File: config.mk
export PLATFORM = sky130hd
export DESIGN_NAME = vga_pattern_gen
export DESIGN_NICKNAME = d
export VERILOG_FILES = /design/src/rtl/vga_pattern_gen.sv
export SDC_FILE = /design/constraint.sdc
export NUM_CORES = 1
export LEC_CHECK = 0
export BUFFER_PORTS_ARGS = -buffer_cell sky130_fd_sc_hd__buf_2
export CAP_MARGIN = 20
export CORE_MARGIN = 4
export CORE_UTILIZATION = 65
export DETAILED_ROUTE_END_ITERATION = 16
export HOLD_SLACK_MARGIN = 0.08
export PLACE_DENSITY_LB_ADDON = 0.08
export SETUP_SLACK_MARGIN = 0.02
export SYNTH_ARGS = -nofsm -noshare
export SYNTH_HDL_FRONTEND = slang
export SYNTH_SLANG_ARGS = --single-unit
File: constraint.sdc
create_clock -name clk -period 5.8 [get_ports clk]
set_input_delay 0.58 -clock clk [delete_from_list [all_inputs] [get_ports clk]]
set_output_delay 0.58 -clock clk [all_outputs]
set_load 0.01 [all_outputs]
File: src/rtl/vga_pattern_gen.sv
// Frame-pattern source feeding the SDRAM write path. It emits one frame (or a
// continuous run of frames) of H_ACTIVE x V_ACTIVE pixels, one pixel per cycle
// while wr_en is high, with frame markers and a completed-frame counter.
module vga_pattern_gen #(
    parameter int unsigned DATA_W      = 16,
    parameter int unsigned H_ACTIVE    = 1024,
    parameter int unsigned V_ACTIVE    = 768,
    parameter int unsigned SPAN_NUM    = 1,
    parameter int unsigned CHECK_SHIFT = 5
) (
    input  logic              clk,
    input  logic              rst,
    input  logic              start_i,
    input  logic [1:0]        mode_i,
    input  logic              continuous_i,
    input  logic              stop_i,
    input  logic              wr_en,
    output logic              data_en,
    output logic [DATA_W-1:0] dout,
    output logic              sof_o,
    output logic              eof_o,
    output logic              busy_o,
    output logic [7:0]        frame_cnt_o
);

    // Position counters are widened so the checker bit index always exists.
    localparam int unsigned X_W = ($clog2(H_ACTIVE) > CHECK_SHIFT + 1) ? $clog2(H_ACTIVE) : CHECK_SHIFT + 1;
    localparam int unsigned Y_W = ($clog2(V_ACTIVE) > CHECK_SHIFT + 1) ? $clog2(V_ACTIVE) : CHECK_SHIFT + 1;
    localparam int unsigned BAR_W     = H_ACTIVE / 8;
    localparam int unsigned BAR_SHIFT = (DATA_W < 16) ? 16 - DATA_W : 0;

    typedef enum logic [1:0] {
        S_IDLE  = 2'd0,
        S_PRE   = 2'd1,
        S_WRITE = 2'd2,
        S_DONE  = 2'd3
    } state_t;

    state_t state_q, state_d;

    logic [2:0]        sync_q, sync_d;
    logic [X_W-1:0]    x_q, x_d;
    logic [Y_W-1:0]    y_q, y_d;
    logic [DATA_W-1:0] lin_q, lin_d;
    logic [DATA_W-1:0] seed_q, seed_d;
    logic [1:0]        mode_q, mode_d;
    logic [7:0]        frame_cnt_q, frame_cnt_d;
    logic              stop_pending_q, stop_pending_d;
    logic              sof_done_q, sof_done_d;
    logic              data_en_q, data_en_d;
    logic [DATA_W-1:0] dout_q, dout_d;
    logic              sof_q, sof_d;
    logic              eof_q, eof_d;
    logic              busy_q, busy_d;

    logic              start_pulse_c;
    logic              last_c;
    logic [2:0]        bar_idx_c;
    logic [15:0]       colour_c;
    logic              chk_bit_c;
    logic [DATA_W-1:0] pixel_c;

    assign sync_d        = {sync_q[1:0], start_i};
    assign start_pulse_c = sync_q[1] & ~sync_q[2];
    assign last_c        = (x_q == X_W'(H_ACTIVE - 1)) && (y_q == Y_W'(V_ACTIVE - 1));

    // Pixel value for the current position under the latched pattern.
    always_comb begin
        bar_idx_c = 3'(x_q / X_W'(BAR_W));
        case (bar_idx_c)
            3'd0:    colour_c = 16'hFFFF;
            3'd1:    colour_c = 16'hFFE0;
            3'd2:    colour_c = 16'h07FF;
            3'd3:    colour_c = 16'h07E0;
            3'd4:    colour_c = 16'hF81F;
            3'd5:    colour_c = 16'hF800;
            3'd6:    colour_c = 16'h001F;
            default: colour_c = 16'h0000;
        endcase
        chk_bit_c = x_q[CHECK_SHIFT] ^ y_q[CHECK_SHIFT] ^ seed_q[0];
        case (mode_q)
            2'd0:    pixel_c = seed_q + lin_q;
            2'd1:    pixel_c = DATA_W'(colour_c >> BAR_SHIFT);
            2'd2:    pixel_c = {DATA_W{chk_bit_c}};
            default: pixel_c = seed_q;
        endcase
    end

    // State register.
    always_ff @(posedge clk) begin
        if (rst) state_q <= S_IDLE;
        else     state_q <= state_d;
    end

    // Next-state logic.
    always_comb begin
        state_d = state_q;
        case (state_q)
            S_IDLE:  if (start_pulse_c) state_d = S_PRE;
            S_PRE:   state_d = S_WRITE;
            S_WRITE: if (wr_en && last_c) state_d = S_DONE;
            S_DONE:  state_d = (continuous_i && !stop_pending_q) ? S_PRE : S_IDLE;
            default: state_d = S_IDLE;
        endcase
    end

    // Datapath and registered-output next values.
    always_comb begin
        x_d            = x_q;
        y_d            = y_q;
        lin_d          = lin_q;
        seed_d         = seed_q;
        mode_d         = mode_q;
        frame_cnt_d    = frame_cnt_q;
        stop_pending_d = stop_pending_q;
        sof_done_d     = sof_done_q;
        data_en_d      = 1'b0;
        dout_d         = dout_q;
        sof_d          = 1'b0;
        eof_d          = 1'b0;
        busy_d         = (state_d != S_IDLE);

        if (state_q != S_IDLE && stop_i) stop_pending_d = 1'b1;

        case (state_q)
            S_PRE: begin
                mode_d     = mode_i;
                x_d        = '0;
                y_d        = '0;
                lin_d      = '0;
                sof_done_d = 1'b0;
            end
            S_WRITE: begin
                if (wr_en) begin
                    data_en_d  = 1'b1;
                    dout_d     = pixel_c;
                    sof_d      = !sof_done_q;
                    eof_d      = last_c;
                    sof_done_d = 1'b1;
                    lin_d      = lin_q + DATA_W'(1);
                    if (x_q == X_W'(H_ACTIVE - 1)) begin
                        x_d = '0;
                        y_d = y_q + Y_W'(1);
                    end else begin
                        x_d = x_q + X_W'(1);
                    end
                end
            end
            S_DONE: begin
                seed_d      = seed_q + DATA_W'(SPAN_NUM);
                frame_cnt_d = frame_cnt_q + 8'd1;
                if (!(continuous_i && !stop_pending_q)) stop_pending_d = 1'b0;
            end
            default: ;
        endcase
    end

    // Datapath registers with synchronous reset.
    always_ff @(posedge clk) begin
        if (rst) begin
            sync_q         <= '0;
            x_q            <= '0;
            y_q            <= '0;
            lin_q          <= '0;
            seed_q         <= '0;
            mode_q         <= '0;
            frame_cnt_q    <= '0;
            stop_pending_q <= 1'b0;
            sof_done_q     <= 1'b0;
            data_en_q      <= 1'b0;
            dout_q         <= '0;
            sof_q          <= 1'b0;
            eof_q          <= 1'b0;
            busy_q         <= 1'b0;
        end else begin
            sync_q         <= sync_d;
            x_q            <= x_d;
            y_q            <= y_d;
            lin_q          <= lin_d;
            seed_q         <= seed_d;
            mode_q         <= mode_d;
            frame_cnt_q    <= frame_cnt_d;
            stop_pending_q <= stop_pending_d;
            sof_done_q     <= sof_done_d;
            data_en_q      <= data_en_d;
            dout_q         <= dout_d;
            sof_q          <= sof_d;
            eof_q          <= eof_d;
            busy_q         <= busy_d;
        end
    end

    assign data_en     = data_en_q;
    assign dout        = dout_q;
    assign sof_o       = sof_q;
    assign eof_o       = eof_q;
    assign busy_o      = busy_q;
    assign frame_cnt_o = frame_cnt_q;

endmodule

==> run metrics, run 1 <==
Reg clk slew, reported paths 0.09 ns; clk buf depth 2; diode count 0; Max Clock Skew 0.009160 ns; flop2flop setup slack roughly 3.2 ns; Post-synth top cells dfxtp_1 (89), nor2_1 (80), nand2_1 (44); hold slack 0.4242 ns; worst slew pin tran 0.8525 ns; NumNets Final 631; vias in the first global route 3967; H-tree Lvls 3; final worst path period share 0.4407; most frequent cell after synthesis dfxtp_1; post-place setup slack 3.246 ns; Critical R2R Capture lin_q[8]$_SDFFE_PP0P_; Post-CTS Hold Buffers 0; fin crit period ~2.6 ns; Post-CTS Setup Repair Bufs 0; Synth Flop Type dfxtp_1; share of cells above drive strength 1 0.1061; R2R depth 9; CP Cell Sequence inv_1 > ha_1 > and2_1 > buf_4 > nor2_1 > nor3_1 > nand4_1 > xor2_1 > nor2_1; Post-Syn Nets 614; delay-heaviest family, CP simple AND/OR/NAND/NOR gates; antenna violations before repair 0; post-detailed-route DRC marker count 0; Post-synth EDFFs 0; Post-DP HPWL 8046 um; Die Y 94.32 um; Avg WL per Cell roughly 16 um; core box area 7253 um2; Critical path buffers and inverters 2; I/O Buffers 35; most used cell, CP nor2_1; die area approximately 8900 um2; critical path peak fanout 32; WHS Path Cells 2; design area 5233 um2; final design utilization 0.7214; CP peak stage delay 0.70 ns; total CTS buffers 9; Final Max Slew Viols 0; Post-CTS Resized 0; Post-synth ARST share 0; Syn Area/Cell around 8.3 um2; critical path endpoint category register; Mapped Cells between 500 and 600; placed inst area 5029 um2; crit path kind register to register; grt ovf 0; Fmax between 300 and 400 MHz; Top Ports 36; Ys Warns 0; Rel. slew slack 0.4295; final hold violation count 0; setup ws final ~3.2 ns; first-pass GRT wire length 18960 um; # clock sinks just under 90; clk_lat worst skew 0.36 ns; via/cell ratio between 6 and 7; Peak VDD IR 142.9 uV; Distinct cells, synth 58; TritonCTS clock tree done; pwr dens 263.7 nW/um2; CP arrival around 2.8 ns; via count 4314; Die W 94.32 um; CP required 6.03 ns; Leakage 2.048 nW; Yosys top cell by area dfxtp_1; setup_tns 0 ns; HP Class input port to register; Final ANT Viol Nets 0; drt total wl 11410 um; RSZ-0062 raised after global routing no; DRT iter0 DRCs between 300 and 400; total track usage 0.2679; crit start category register; hold wc startpoint start_i; initial core utilization 0.6678; DR pass1 iterations 5; Area Overhead vs Synth 8.034%; FF-to-FF Start state_q[0]$_SDFF_PP0_; status complete, no violations; Rows 31; most area-consuming cells after synthesis dfxtp_1 (37%), ha_1 (6.2%), nor2_1 (6.2%); placed cells 686; mapped cell area between 4000 and 5000 um2; Critical Path Slowest Stage Cell nor2_1; GPL Wtd Cong 0.9524; CTS root buffer clkbuf_8; Pwr Total 1.380 mW; Max-Cap Viols 0; hold endpoint sync_q[0]$_SDFF_PP0_; sequential share of the synthesized area 0.3679; Synth top area share 0.3679; Seq cells post-synth between 80 and 90; largest net degree at the start of global routing 74; Final Non-Filler Cells 702; final setup fails 0
[layout make-up]
class | count | area [um2]
multi-input cells | 446 | 2873
fillers | 598 | 2021
flip-flops and latches | 89 | 1782
repair buffers | 38 | 197.7
clock buffers | 10 | 137.6
well taps | 99 | 123.9
clock inverters | 6 | 66.31
inverters | 14 | 52.55
[report_power, final]
group | switching (mW) | leakage (nW) | internal (mW) | total [mW]
combinational | 0.180 | 1.23 | 0.0903 | 0.271
clock | 0.225 | 0.0949 | 0.211 | 0.436
sequential | 0.0311 | 0.719 | 0.642 | 0.673
total | 0.436 | 2.05 | 0.943 | 1.38
[state kept, by name, indices dropped and copies added (netlist names)]
register and count:
lin_q 16, mode_q 2, sync_q 3, sof_o 1, state_q 2, stop_pending_q 1, data_en 1, dout 16
y_q 10, eof_o 1, busy_o 1, seed_q 16, x_q 10, sof_done_q 1, frame_cnt_o 8
[cells by family (layout without fill, tap and decap cells)]
logic type,Yosys count,count (layout),share of synthesized area
AOI/OAI and AO/OA,134,134,0.1832
and+or+nand+nor,233,233,0.2405
xor gates and xnor gates,45,45,0.08447
DFF,89,89,0.3679
buffers and inverters,46,68,0.03901
adders and majority gates,25,25,0.06613
muxes,9,9,0.01886
[per-layer routing]
layer	vias to the layer above	global-route usage	wire length [um]
met2	152	0.4178	5179
met1	2017	0.3719	5142
li1	2117	-	-
met3	28	0.04808	851
met5	-	0	0
met4	0	0.09627	235
[how the worst max path moves through the flow]
| stage | from | end | depth (start not counted) | slack, ns |
|---|---|---|---|---|
| after floorplan | lin_q[0]$_SDFFE_PP0P_ | dout[6]$_SDFFE_PP0P_ | 9 | 3.73 |
| after global placement | state_q[0]$_SDFF_PP0_ | lin_q[8]$_SDFFE_PP0P_ | 9 | 3.33 |
| after detailed placement | state_q[0]$_SDFF_PP0_ | lin_q[8]$_SDFFE_PP0P_ | 9 | 3.25 |
| after CTS | state_q[0]$_SDFF_PP0_ | lin_q[8]$_SDFFE_PP0P_ | 9 | 3.23 |
| after global routing | state_q[0]$_SDFF_PP0_ | lin_q[8]$_SDFFE_PP0P_ | 9 | 2.98 |
| final | state_q[0]$_SDFF_PP0_ | lin_q[8]$_SDFFE_PP0P_ | 9 | 3.24 |
[layout by cell type (no fill, tap or decap), drive strengths merged, types with 10 or more instances in the layout]
cell	instances
dfxtp	89
nor2	80
nand2	44
a21oi	39
buf	38
xor2	26
o21ai	25
ha	24
nand3	21
nand4	18
xnor2	18
inv	15
nor3	11
nor4	10
clkbuf	10
Power figures use the tool's default switching activity.
==> run 2, diff against run 1 <==
--- a/config.mk
+++ b/config.mk
@@ -8,7 +8,7 @@
 export BUFFER_PORTS_ARGS = -buffer_cell sky130_fd_sc_hd__buf_2
 export CAP_MARGIN = 20
 export CORE_MARGIN = 4
-export CORE_UTILIZATION = 65
+export CORE_UTILIZATION = 60
 export DETAILED_ROUTE_END_ITERATION = 16
 export HOLD_SLACK_MARGIN = 0.08
 export PLACE_DENSITY_LB_ADDON = 0.08
==> constraint.sdc (replaced) <==
create_clock -name clk -period 2.6 [get_ports clk]
set_input_delay 0.26 -clock clk [delete_from_list [all_inputs] [get_ports clk]]
set_output_delay 0.26 -clock clk [all_outputs]
set_load 0.01 [all_outputs]
==> run 2 against run 1 <==
Effect of this change: first-iteration DRC count shrank 3.2%; cell count grew 1.9%; clock skew grew 0.0028 ns; clock power grew 150%; hold slack lost 0.31 ns; utilization shrank 3.9 points.
==> run metrics, run 2 (synthesis gave the netlist of run 1 again) <==
status complete, no violations; clk_lat worst skew 0.36 ns; Area Overhead vs Synth 10.05%; vias in the first global route 4010; crit path launch lin_q[0]$_SDFFE_PP0P_; Rel. slew slack 0.5828; R2R depth 9; H-tree Lvls 3; CP Cell Sequence ha_1 > inv_1 > fa_1 > nor2b_1 > o211ai_1 > a311oi_1 > o2111ai_1 > mux2i_1 > nand2_1; Rows 32; Avg WL per Cell 16.33 um; fin crit period 2.331 ns; Post-DP HPWL between 8000 and 9000 um; Top Ports 36; FF-to-FF Start lin_q[0]$_SDFFE_PP0P_; drt total wl 11680 um; CP required ~2.9 ns; NumNets Final 641; post-detailed-route DRC marker count 0; clk buf depth 2; DR pass1 iterations 5; HP Class input port to register; DRT iter0 DRCs 300; final setup fails 0; final hold violation count 0; most frequent cells in the layout dfxtp_1 (89), nor2_1 (80), nand2_1 (44); diode count 0; pwr dens roughly 600 nW/um2; Critical Path Slowest Stage Cell dfxtp_1; Final Max Slew Viols 0; CP peak stage delay 0.42 ns; final worst path period share 0.8964; TritonCTS clock tree done; placed cells approximately 700; Die W 97.85 um; hold slack between 0.1 and 0.15 ns; share of cells above drive strength 1 0.1207; Post-CTS Hold Buffers 0; final design utilization 0.6827; Final Non-Filler Cells 715; hold wc startpoint start_i; via/cell ratio 6.112; grt ovf 0; # clock sinks 89; GPL Wtd Cong ~0.92; WHS Path Cells 2; Max-Cap Viols 0; total track usage 0.2432; Peak VDD IR around 360 uV; Leakage 2.114 nW; first-pass GRT wire length between 15000 and 20000 um; Post-CTS Resized 0; CP arrival 2.58 ns; crit path kind register to register; crit start category register; Post-CTS Setup Repair Bufs 0; commonest non-fill, non-tap cell in the layout dfxtp_1; core box area about 8000 um2; Max Clock Skew 0.01199 ns; worst slew pin tran 0.6258 ns; RSZ-0062 raised after global routing no; setup_tns 0 ns; antenna violations before repair 0; Reg clk slew, reported paths ~0.10 ns; die area 9574 um2; Fmax 429.1 MHz; Die Y 97.85 um; total CTS buffers 9; initial core utilization 0.6204; I/O Buffers 35; CTS root buffer clkbuf_8; critical path peak fanout 5; via count 4370; Final ANT Viol Nets 0; largest net degree at the start of global routing 29; critical path endpoint category register
-- run 2: metrics by stage --
step                      total power [mW]  area (um2)  setup slack, ns
after floorplan                      1.968        4843           0.5256
after global placement               2.143        5107           0.3729
after detailed placement             2.163        5107           0.3271
after CTS                            3.239        5330           0.2989
after global routing                 3.390        5330          0.08885
final                                3.223        5330           0.2695
-- run 2: metal layers --
metal | share of wire | track usage
met1 | 0.46 | 0.3440
met2 | 0.47 | 0.3937
met3 | 0.064 | 0.03571
met4 | 0.0065 | 0.05538
met5 | 0 | 0
-- run 2: path summary, 6_finish.rpt --
| kind | endpoint | slack (ns) |
|---|---|---|
| setup / recovery | dout[14]$_SDFFE_PP0P_ | 0.27 |
| hold / removal | sync_q[0]$_SDFF_PP0_ | 0.11 |
| setup reg to reg | dout[14]$_SDFFE_PP0P_ | 0.27 |
| hold reg to reg | sof_o$_SDFF_PP0_ | 0.45 |
-- run 2: worst max-delay path, delay by kind of cell, from the launching register on --
| kind | cells | cell delay, ns |
|---|---|---|
| AND/OR/NAND/NOR | 2 | 0.26 |
| adder cells (fa/ha/maj) | 2 | 0.60 |
| AO/OA/AOI/OAI | 3 | 0.70 |
| multiplexers | 1 | 0.17 |
| buffers and inverters | 1 | 0.07 |
| flip-flops | 1 | 0.42 |
-- run 2: report_power, final --
part	internal [mW]	switching, mW	leakage (nW)	total [mW]
sequential	1.43	0.0661	0.719	1.50
combinational	0.223	0.423	1.28	0.646
clock	0.550	0.529	0.111	1.08
-- run 2: area by class of cell --
cell class                 count  area, um2
clock inverter                 7      98.84
timing repair buffer          48      272.8
fill                         672       2477
clock buffer                   9      123.9
multi-input combinational    446       2873
sequential                    89       1782
inverter                      14      52.55
tap                          102      127.6
